**config.mk**
```make
export PLATFORM = sky130hd
export DESIGN_NAME = raw10_pack_lane4
export DESIGN_NICKNAME = d
export VERILOG_FILES = /design/src/rtl/raw10_pack_lane4.sv
export SDC_FILE = /design/constraint.sdc
export NUM_CORES = 1
export LEC_CHECK = 0
export ABC_AREA = 1
export BUFFER_PORTS_ARGS = -buffer_cell sky130_fd_sc_hd__buf_4
export CAP_MARGIN = 15
export CORE_MARGIN = 2
export CORE_UTILIZATION = 30
export CTS_CLUSTER_DIAMETER = 120
export DETAILED_ROUTE_END_ITERATION = 8
export RECOVER_POWER = 50
export SLEW_MARGIN = 30
export SYNTH_ARGS = -nofsm -noshare
export SYNTH_HDL_FRONTEND = slang
export SYNTH_SLANG_ARGS = --single-unit
```
**constraint.sdc**
```tcl
create_clock -name clk -period 5.14 [get_ports clk]
set_clock_uncertainty 0.2 [all_clocks]
set_input_delay 0.514 -clock clk [delete_from_list [all_inputs] [get_ports clk]]
set_output_delay 0.514 -clock clk [all_outputs]
set_load 0.01 [all_outputs]
```
**src/rtl/raw10_pack_lane4.sv**
```systemverilog
// raw10_pack_lane4
// Packs one 10-bit RAW10 pixel per clock into the CSI-2 RAW10 byte stream and
// presents it as 4-byte words with byte enables. Groups of 4 pixels become
// 5 bytes (four MSB bytes, then one byte of packed LSB pairs). An 8-byte
// accumulator retimes the 5-byte groups onto the 4-byte output word; a
// partial word is flushed while the line is idle.
module raw10_pack_lane4 #(
  parameter int bus_width  = 10,
  parameter int lane_width = 4
) (
  input  logic                      clk,
  input  logic                      rstn,
  input  logic [bus_width-1:0]      pixdata,
  input  logic                      fv,
  input  logic                      lv,
  output logic [8*lane_width-1:0]   dout,
  output logic [lane_width-1:0]     byte_en,
  output logic                      fv_8bit,
  output logic                      lv_8bit
);

  // ---------------------------------------------------------------------------
  // Group collector state
  // ---------------------------------------------------------------------------
  logic [1:0]           idx_q, idx_d;
  logic [bus_width-1:0] pix_q [3];
  logic [bus_width-1:0] pix_d [3];

  // ---------------------------------------------------------------------------
  // Byte accumulator state (stream order, byte 0 is oldest)
  // ---------------------------------------------------------------------------
  logic [7:0] acc_q [8];
  logic [7:0] acc_d [8];
  logic [3:0] count_q, count_d;

  // Registered outputs
  logic [8*lane_width-1:0] dout_q, dout_d;
  logic [lane_width-1:0]   byte_en_q, byte_en_d;
  logic                    lv_8bit_q, lv_8bit_d;

  // Frame-valid delay line
  logic [3:0] fv_sr_q, fv_sr_d;

  // ---------------------------------------------------------------------------
  // Control decode
  // ---------------------------------------------------------------------------
  logic accept;
  logic push_full;
  logic push_part;
  logic push;

  assign accept    = fv & lv;
  // The 4th accepted pixel completes the group without being stored.
  assign push_full = accept & (idx_q == 2'd3);
  // A line that ended mid-group is zero-padded on its first idle cycle.
  assign push_part = ~lv & (idx_q != 2'd0);
  assign push      = push_full | push_part;

  // ---------------------------------------------------------------------------
  // Group assembly: the 4 pixels of the group being pushed, with pixel slots
  // that were never filled (partial group) forced to zero.
  // ---------------------------------------------------------------------------
  logic [bus_width-1:0] grp_px [4];
  logic [7:0]           grp_byte [5];

  // Select the stored pixels that belong to the group, zeroing stale slots
  always_comb begin
    for (int k = 0; k < 3; k++) begin
      grp_px[k] = '0;
      if (push_full || (2'(k) < idx_q)) begin
        grp_px[k] = pix_q[k];
      end
    end
    grp_px[3] = push_full ? pixdata : '0;
  end

  // RAW10 byte mapping: four MSB bytes, then the LSB pairs with P0 in bits 1:0
  always_comb begin
    for (int k = 0; k < 4; k++) begin
      grp_byte[k] = grp_px[k][9:2];
    end
    grp_byte[4] = {grp_px[3][1:0], grp_px[2][1:0], grp_px[1][1:0], grp_px[0][1:0]};
  end

  // Collector next state: store pixels 0..2, clear the index on completion
  // or when the line goes idle
  always_comb begin
    idx_d = idx_q;
    for (int k = 0; k < 3; k++) begin
      pix_d[k] = pix_q[k];
    end
    if (accept) begin
      if (idx_q == 2'd3) begin
        idx_d = 2'd0;
      end else begin
        pix_d[idx_q] = pixdata;
        idx_d        = idx_q + 2'd1;
      end
    end else if (!lv) begin
      idx_d = 2'd0;
    end
  end

  // ---------------------------------------------------------------------------
  // Accumulator merge: existing bytes followed by the pushed group bytes.
  // The count is at most 3 when a push happens, so 8 bytes always suffice.
  // Slots beyond the valid length read as zero, which yields the zero pad on
  // flush words for free.
  // ---------------------------------------------------------------------------
  logic [7:0] ext [8];
  logic [3:0] new_count;
  logic       emit;
  logic       flush;

  generate
    for (genvar gi = 0; gi < 8; gi++) begin : g_ext
      logic [3:0] rel;
      assign rel = 4'(gi) - count_q;
      // Each merged slot is either an old byte, a new group byte, or empty
      always_comb begin
        ext[gi] = 8'h00;
        if (4'(gi) < count_q) begin
          ext[gi] = acc_q[gi];
        end else if (push && (rel < 4'd5)) begin
          ext[gi] = grp_byte[rel[2:0]];
        end
      end
    end
  endgenerate

  assign new_count = count_q + (push ? 4'd5 : 4'd0);
  assign emit      = (new_count >= 4'd4);
  // Only reachable with no push, so new_count == count_q here.
  assign flush     = ~lv & ~push & (count_q != 4'd0) & (count_q < 4'd4);

  // Emit a full word, flush a residual word, or just absorb the push
  always_comb begin
    for (int k = 0; k < 8; k++) begin
      acc_d[k] = ext[k];
    end
    count_d   = new_count;
    dout_d    = '0;
    byte_en_d = '0;
    lv_8bit_d = 1'b0;
    if (emit) begin
      dout_d    = {ext[3], ext[2], ext[1], ext[0]};
      byte_en_d = 4'b1111;
      lv_8bit_d = 1'b1;
      for (int k = 0; k < 4; k++) begin
        acc_d[k]     = ext[k+4];
        acc_d[k+4]   = 8'h00;
      end
      count_d = new_count - 4'd4;
    end else if (flush) begin
      dout_d    = {ext[3], ext[2], ext[1], ext[0]};
      lv_8bit_d = 1'b1;
      case (count_q)
        4'd1:    byte_en_d = 4'b0001;
        4'd2:    byte_en_d = 4'b0011;
        default: byte_en_d = 4'b0111;
      endcase
      for (int k = 0; k < 8; k++) begin
        acc_d[k] = 8'h00;
      end
      count_d = 4'd0;
    end
  end

  // Frame valid shifted along so it brackets the delayed word stream
  always_comb begin
    fv_sr_d = {fv_sr_q[2:0], fv};
  end

  // ---------------------------------------------------------------------------
  // State registers; reset discards any buffered pixels and bytes
  // ---------------------------------------------------------------------------
  // Collector registers
  always_ff @(posedge clk or negedge rstn) begin
    if (!rstn) begin
      idx_q <= 2'd0;
      for (int k = 0; k < 3; k++) begin
        pix_q[k] <= '0;
      end
    end else begin
      idx_q <= idx_d;
      for (int k = 0; k < 3; k++) begin
        pix_q[k] <= pix_d[k];
      end
    end
  end

  // Accumulator registers
  always_ff @(posedge clk or negedge rstn) begin
    if (!rstn) begin
      count_q <= 4'd0;
      for (int k = 0; k < 8; k++) begin
        acc_q[k] <= 8'h00;
      end
    end else begin
      count_q <= count_d;
      for (int k = 0; k < 8; k++) begin
        acc_q[k] <= acc_d[k];
      end
    end
  end

  // Output and frame-valid registers
  always_ff @(posedge clk or negedge rstn) begin
    if (!rstn) begin
      dout_q    <= '0;
      byte_en_q <= '0;
      lv_8bit_q <= 1'b0;
      fv_sr_q   <= 4'd0;
    end else begin
      dout_q    <= dout_d;
      byte_en_q <= byte_en_d;
      lv_8bit_q <= lv_8bit_d;
      fv_sr_q   <= fv_sr_d;
    end
  end

  assign dout    = dout_q;
  assign byte_en = byte_en_q;
  assign lv_8bit = lv_8bit_q;
  assign fv_8bit = fv_sr_q[3];

endmodule

```
==> summary.md, run 1 <==
| Metric | Value |
|---|---|
| Asr flop ratio synth | `1.00` |
| Worst Hold Launch | `fv` |
| Slew headroom | `-0.465` |
| Commonest non-fill, non-tap cells in the layout | `529 x nand2_1, 140 x dfrtp_1, 102 x nand3_1, 86 x a21oi_1, 85 x nor2_1` |
| Final #Nets | `1229` |
| Antenna violations before repair | `0` |
| Row count | `60` |
| Worst slack, placed | `~1.4 ns` |
| Dominant synthesized flop cell | `dfrtp_1` |
| Syn avg cell area | `6.92 µm²` |
| YS warnings | `0` |
| Crit share post-route | `0.738` |
| Htree depth | `4` |
| Largest family of logic cells by synthesized area | `simple AND/OR/NAND/NOR gates` |
| Crit path buf inv count | `3` |
| Proportion of synthesized area in mux cells | `0` |
| Boundary Pins | `52` |
| Final min period | `3.79 ns` |
| Worst min path class | `primary input to register` |
| DR DRC count | `0` |
| Seq cells post-synth | `140` |
| RSZ-0062 raised after global routing | `false` |
| CTS resizes | `0` |
| Worst-path fanout max | `85` |
| Wire length per cell | `approximately 15 µm` |
| Number of max-cap violations | `1` |
| Synth Area in Adders | `0.0323` |
| Worst-path cell chain | `dlygate4sd3_1, clkbuf_2, clkbuf_2` |
| Area grow syn2layout | `12.0%` |
| Drt first-iter violations | `roughly 670` |
| Floorplan die height | `169 µm` |
| Pwr Total | `roughly 0.0043 W` |
| Setup ws final | `1.35 ns` |
| Final hold viol count | `0` |
| Worst setup SP type | `primary input` |
| Synth Area in Simple Gates | `0.377` |
| Mapped Cells | `about 1200` |
| First-pass GRT wire length | `between 30000 and 40000 µm` |
| Core Util, Final | `0.340` |
| Vias per cell | `4.84` |
| CTS tree | `done` |
| Post-synthesis sequential area ratio | `0.431` |
| R2r startpoint | `idx_q[0]` |
| Total number of vias | `7499` |
| Peak per-stage delay on the critical path | `1.53 ns` |
| Final Setup Violations | `0` |
| Crit-path leading delay family | `buffers and inverters` |
| Cell area power density | `between 400 and 500 nW/µm²` |
| Crit. End Element | `async pin` |
| Ant diodes | `0` |
| CP Launch Point | `rstn` |
| Crit path required time | `roughly 5.2 ns` |
| Initial Utilization | `0.303` |
| Tot GR Track Use | `0.167` |
| Number of flops mapped to enable cells by yosys | `0` |
| Cell repeated most along the worst path | `clkbuf_2` |
| Xor/xnor cell area share of the yosys netlist | `0.00308` |
| Synth Area in Compound Gates | `0.0877` |
| Slowest-stage cell, CP | `clkbuf_2` |
| Post-Syn Area | `8130 µm²` |
| Status | `finished, violations left` |
| Remaining global-route overflow | `0` |
| CTS clk-pin slew, worst paths | `0.06 ns` |
| Share of layout cells above drive strength 1 | `0.0597` |
| Critical Path AT | `3.90 ns` |
| Routability congestion estimate | `between 0.9 and 1` |
| CTS Buf Count | `17` |
| Commonest non-fill, non-tap cell in the layout | `nand2_1` |
| # port buffers | `51` |
| WS Path Type | `primary input to async pin` |
| Worst-Margin Slew | `2.20 ns` |
| Die footprint | `28400 µm²` |
| Core area | `26800 µm²` |
| ANT nets after route | `0` |
| Max-slew violation count | `86` |
| Violated checks | `max-capacitance violations, max-slew violations` |
| Clk buf depth | `2` |
| FMAX | `264 MHz` |
| Netlist cell types | `30` |
| Fin Setup TNS | `0 ns` |
| Lkg Pwr | `4.88 nW` |
| HPWL after detailed placement | `16100 µm` |
| Syn_nets | `1210` |
| Die X | `169 µm` |
| CTS sink cnt | `140` |
| CTS root buffer | `clkbuf_16` |
| Final WL | `22800 µm` |
| Clock Latency Late Sink | `0.44 ns` |
| First-pass DRT Iterations | `6` |
| Largest net degree at the start of global routing | `86` |
| Max IR drop VDD | `0.000251 V` |
| Vias in the first global route | `6892` |
## layer usage
metal / routed length [µm] / vias up / track usage
met5: 0 / - / 0
met4: 641 / 0 / 0.0671
li1: - / 3768 / -
met2: 9980 / 239 / 0.250
met1: 10800 / 3450 / 0.234
met3: 1410 / 42 / 0.0372
## area by class of cell
type	instances	area, µm²
multi-input combinational	910	4060
clock buffer	21	460
inverter	65	244
clock inverter	11	111
timing repair buffer	60	302
fill	2875	17700
tap	341	427
sequential	140	3500
## cells in the mapped netlist (2+ instances only)
cell,count,area (µm²)
nand2_1,529,1990
clkbuf_8,5,68.8
nand3_1,102,510
buf_1,4,15.0
nor2_1,85,319
clkinv_1,3,11.3
inv_1,56,210
buf_6,2,22.5
dfrtp_1,140,3500
nand4_1,19,119
ha_1,21,263
o21ai_0,46,230
a21oi_1,86,430
o21a_1,2,15.0
nor2_2,3,18.8
clkbuf_1,26,97.6
nand3_2,2,20.0
buf_2,22,110
inv_2,6,22.5
nand2_2,6,37.5
## flip-flops by register name, summed over array words and instances, names as in the netlist
register / count
dout: 32
lv_8bit: 1
idx_q: 2
fv_sr_q: 4
count_q: 4
byte_en: 3
acc_q: 64
pix_q: 30
## stage by stage
stage / hold WS, ns / std cells / cell area [µm²]
3_5_place_dp: 0.137 / 1515 / 8680
6_report: 0.111 / 1548 / 9110
3_3_place_gp: 0.133 / 1515 / 8680
5_1_grt: 0.117 / 1548 / 9110
2_1_floorplan: 0.0184 / 1175 / 8130
4_1_cts: 0.0296 / 1548 / 9270
## timing repair
item	in CTS	in global routing
hold endpoints to repair	28	0
buffers inserted	0	0
hold buffers	1	0
## worst paths after layout
| check | endpoint | slack [ns] | cells past startpoint |
|---|---|---|---|
| min in group asynchronous | dout[30] | 1.06 | 2 |
| worst max-delay path | acc_q[27] | 1.35 | 3 |
| worst max register to register | byte_en[1] | 1.43 | 11 |
| worst min register to register | fv_sr_q[1] | 0.15 | 0 |
| max in group clk | byte_en[1] | 1.43 | 11 |
| worst min-delay path | fv_sr_q[0] | 0.11 | 1 |
## cells by family (layout without fill, tap and decap cells)
logic type	Yosys count	after routing
and+or+nand+nor	749	749
DFF	140	140
AOI/OAI and AO/OA	138	138
buffers and inverters	125	157
adders and majority gates	21	21
xor gates and xnor gates	2	2
## power by group
group          total, W  switching, W  internal [W]  leakage (nW)
Clock           0.00121      0.000510      0.000697         0.274
Combinational   0.00175       0.00129      0.000466          2.71
Sequential      0.00137      0.000122       0.00124          1.89
Power figures use the tool's default switching activity.
==> run 2, diff against run 1 <==
Clock period 5.14 ns to 3.47 ns, I/O delays scaled along.
==> run 2 against run 1 <==
The run still ends with max-capacitance violations, max-slew violations left. Die area unchanged. Critical path depth grew 9. Clock power up 64%. Combinational power rose by 58%. Non-clock buffer count grew 11. Sequential power is 45% higher. Critical endpoint is now byte_en[1]. Largest cell class unchanged. Largest power group unchanged. Highest routed layer unchanged.
==> summary.md, run 2 (same netlist as run 1, synthesis figures left out) <==
| Metric | Value |
|---|---|
| Status | `finished, violations left (unchanged)` |
| Violated checks | `max-capacitance violations, max-slew violations (unchanged)` |
| CTS sink cnt | `140 (unchanged)` |
| CTS clk-pin slew, worst paths | `0.06 ns (about the same)` |
| Drt first-iter violations | `797 (was 669)` |
| Core area | `26800 µm² (unchanged)` |
| Final Setup Violations | `0 (unchanged)` |
| Worst-Margin Slew | `1.93 ns (was 2.20 ns)` |
| Vias per cell | `4.89 (was 4.84)` |
| Max IR drop VDD | `0.000354 V (was 0.000251 V)` |
| R2r endpoint | `acc_q[45] (was byte_en[1])` |
| Max reg flops | `64 (unchanged)` |
| # port buffers | `51 (unchanged)` |
| Crit. End Element | `register (was async pin)` |
| Final #Nets | `1240 (was 1229)` |
| Postcts setup bufs | `0 (unchanged)` |
| Biggest register | `acc_q (unchanged)` |
| DR DRC count | `0 (unchanged)` |
| Clock Latency Late Sink | `0.43 ns (was 0.44 ns)` |
| First-pass DRT Iterations | `5 (was 6)` |
| Final hold viol count | `0 (unchanged)` |
| Area grow syn2layout | `14.1% (was 12.0%)` |
| Floorplan die height | `169 µm (unchanged)` |
| Hold Path Depth | `3 (was 1)` |
| Remaining global-route overflow | `0 (unchanged)` |
| R2r setup slk | `0.50 ns (was 1.43 ns)` |
| Final WL | `23000 µm (was 22800 µm)` |
| Tot GR Track Use | `0.167 (about the same)` |
| ANT nets after route | `0 (unchanged)` |
| Largest net degree at the start of global routing | `74 (was 86)` |
| Core Util, Final | `0.346 (was 0.340)` |
| Fin Hold WS | `0.0427 ns (was 0.111 ns)` |
| Final min period | `3.09 ns` |
| CTS tree | `done (unchanged)` |
| Worst-path fanout max | `36 (was 85)` |
| Routability congestion estimate | `0.906 (was 0.915)` |
| CTS root buffer | `clkbuf_16 (unchanged)` |
| Hold EP | `idx_q[1] (was fv_sr_q[0])` |
| Slew headroom | `-0.287 (was -0.465)` |
| R2r startpoint | `idx_q[0] (unchanged)` |
| Critical Path AT | `3.23 ns (was 3.90 ns)` |
| WS Path Type | `primary input to register (was primary input to async pin)` |
| Share of layout cells above drive strength 1 | `0.0673 (was 0.0597)` |
| FMAX | `324 MHz` |
| Sequential share of power | `0.295 (was 0.316)` |
| Crit path required time | `3.61 ns (was 5.24 ns)` |
| RSZ-0062 raised after global routing | `false (unchanged)` |
| Die footprint | `28400 µm² (unchanged)` |
| Row count | `60 (unchanged)` |
| Cell area power density | `725 nW/µm² (was 475 nW/µm²)` |
| Worst min path class | `primary input to register (unchanged)` |
| Cell internal pwr | `0.00382 W (was 0.00241 W)` |
| Antenna violations before repair | `0 (unchanged)` |
| Max-slew violation count | `73 (was 86)` |
| First-pass GRT wire length | `37300 µm (about the same)` |
| Crit share post-route | `0.890` |
| Htree depth | `4 (unchanged)` |
| Switching share of total power | `0.431 (was 0.444)` |
| Comb power frac | `0.410 (was 0.406)` |
| Boundary Pins | `52 (unchanged)` |
| Switching pwr | `0.00290 W (was 0.00192 W)` |
| Commonest non-fill, non-tap cells in the layout | `529 x nand2_1, 140 x dfrtp_1, 102 x nand3_1, 86 x a21oi_1, 85 x nor2_1 (unchanged)` |
| Clk buf depth | `2 (unchanged)` |
| HPWL after detailed placement | `16200 µm (was 16100 µm)` |
| Worst slack, placed | `0.508 ns (was 1.43 ns)` |
| Ant diodes | `0 (unchanged)` |
| Clock Power Share | `0.295 (was 0.279)` |
| Setup ws final | `0.382 ns (was 1.35 ns)` |
| Die X | `169 µm (unchanged)` |
| CTS Buf Count | `17 (unchanged)` |
| Worst Hold Launch | `lv (was fv)` |
| Wire length per cell | `14.8 µm (was 14.7 µm)` |
| Commonest non-fill, non-tap cell in the layout | `nand2_1 (unchanged)` |
| Total number of vias | `7626 (was 7499)` |
| Worst setup SP type | `primary input (unchanged)` |
| Initial Utilization | `0.303 (unchanged)` |
| Number of max-cap violations | `1 (unchanged)` |
| Final instance area | `9280 µm² (was 9110 µm²)` |
| Fin Setup TNS | `0 ns (unchanged)` |
| Placed instance area | `8770 µm² (was 8680 µm²)` |
| Vias in the first global route | `6956 (was 6892)` |
| Reg2Reg Depth | `12 (was 11)` |
| Lkg Pwr | `4.97 nW (was 4.88 nW)` |
## run 2: power groups by stage
stage,registers (W),clock network [W],logic (W)
finish,0.00199,0.00198,0.00276
global route,0.00201,0.00210,0.00309
CTS,0.00198,0.00203,0.00275
detailed placement,0.00201,0,0.00274
global placement,0.00200,0,0.00270
floorplan,0.00199,0,0.00196
## run 2: layout make-up
class | count | area [µm²]
Sequential cell | 140 | 3500
Inverter | 65 | 244
Multi-Input combinational cell | 910 | 4060
Timing Repair Buffer | 71 | 398
Clock buffer | 20 | 457
Clock inverter | 12 | 186
Tap cell | 341 | 427
Fill cell | 2829 | 17500
## run 2: worst max-delay path by stage
stage / start / to / slack (ns) / depth (start not counted)
after floorplan: count_q[2] / acc_q[50] / 0.69 / 14
after global placement: idx_q[0] / acc_q[52] / 0.58 / 12
final: fv / byte_en[1] / 0.38 / 12
after detailed placement: idx_q[0] / acc_q[45] / 0.51 / 12
after CTS: idx_q[0] / acc_q[45] / 0.50 / 12
after global routing: fv / acc_q[47] / 0.1 / 13
## run 2: metal layers
metal  track usage  up-vias  wire length [µm]
met2         0.258      231             10300
met4        0.0615        0               557
met1         0.229     3572             10900
met5             0        -                 0
met3        0.0358       35              1240
li1              -     3788                 -
## run 2: metrics by stage
stage | total power (W) | cells
after floorplan | 0.00395 | 1175
after CTS | 0.00676 | 1559
final | 0.00673 | 1559
after global placement | 0.00471 | 1525
after global routing | 0.00720 | 1559
after detailed placement | 0.00475 | 1525
## run 2: repair_timing
action,in CTS,in global routing
hold buffers,2,0
hold endpoints to repair,74,0
endpoints found under the setup margin,0,0
resized for setup,0,0
## run 2: worst max-delay path: stages
cell,delay [ns]
dlygate4sd3_1,0.52
clkbuf_1,0.24
nand3_2,0.31
o21ai_4,0.20
ha_1,0.22
ha_1,0.17
xor2_1,0.19
inv_1,0.09
nand2_2,0.13
buf_4,0.40
inv_1,0.22
a31oi_1,0.18
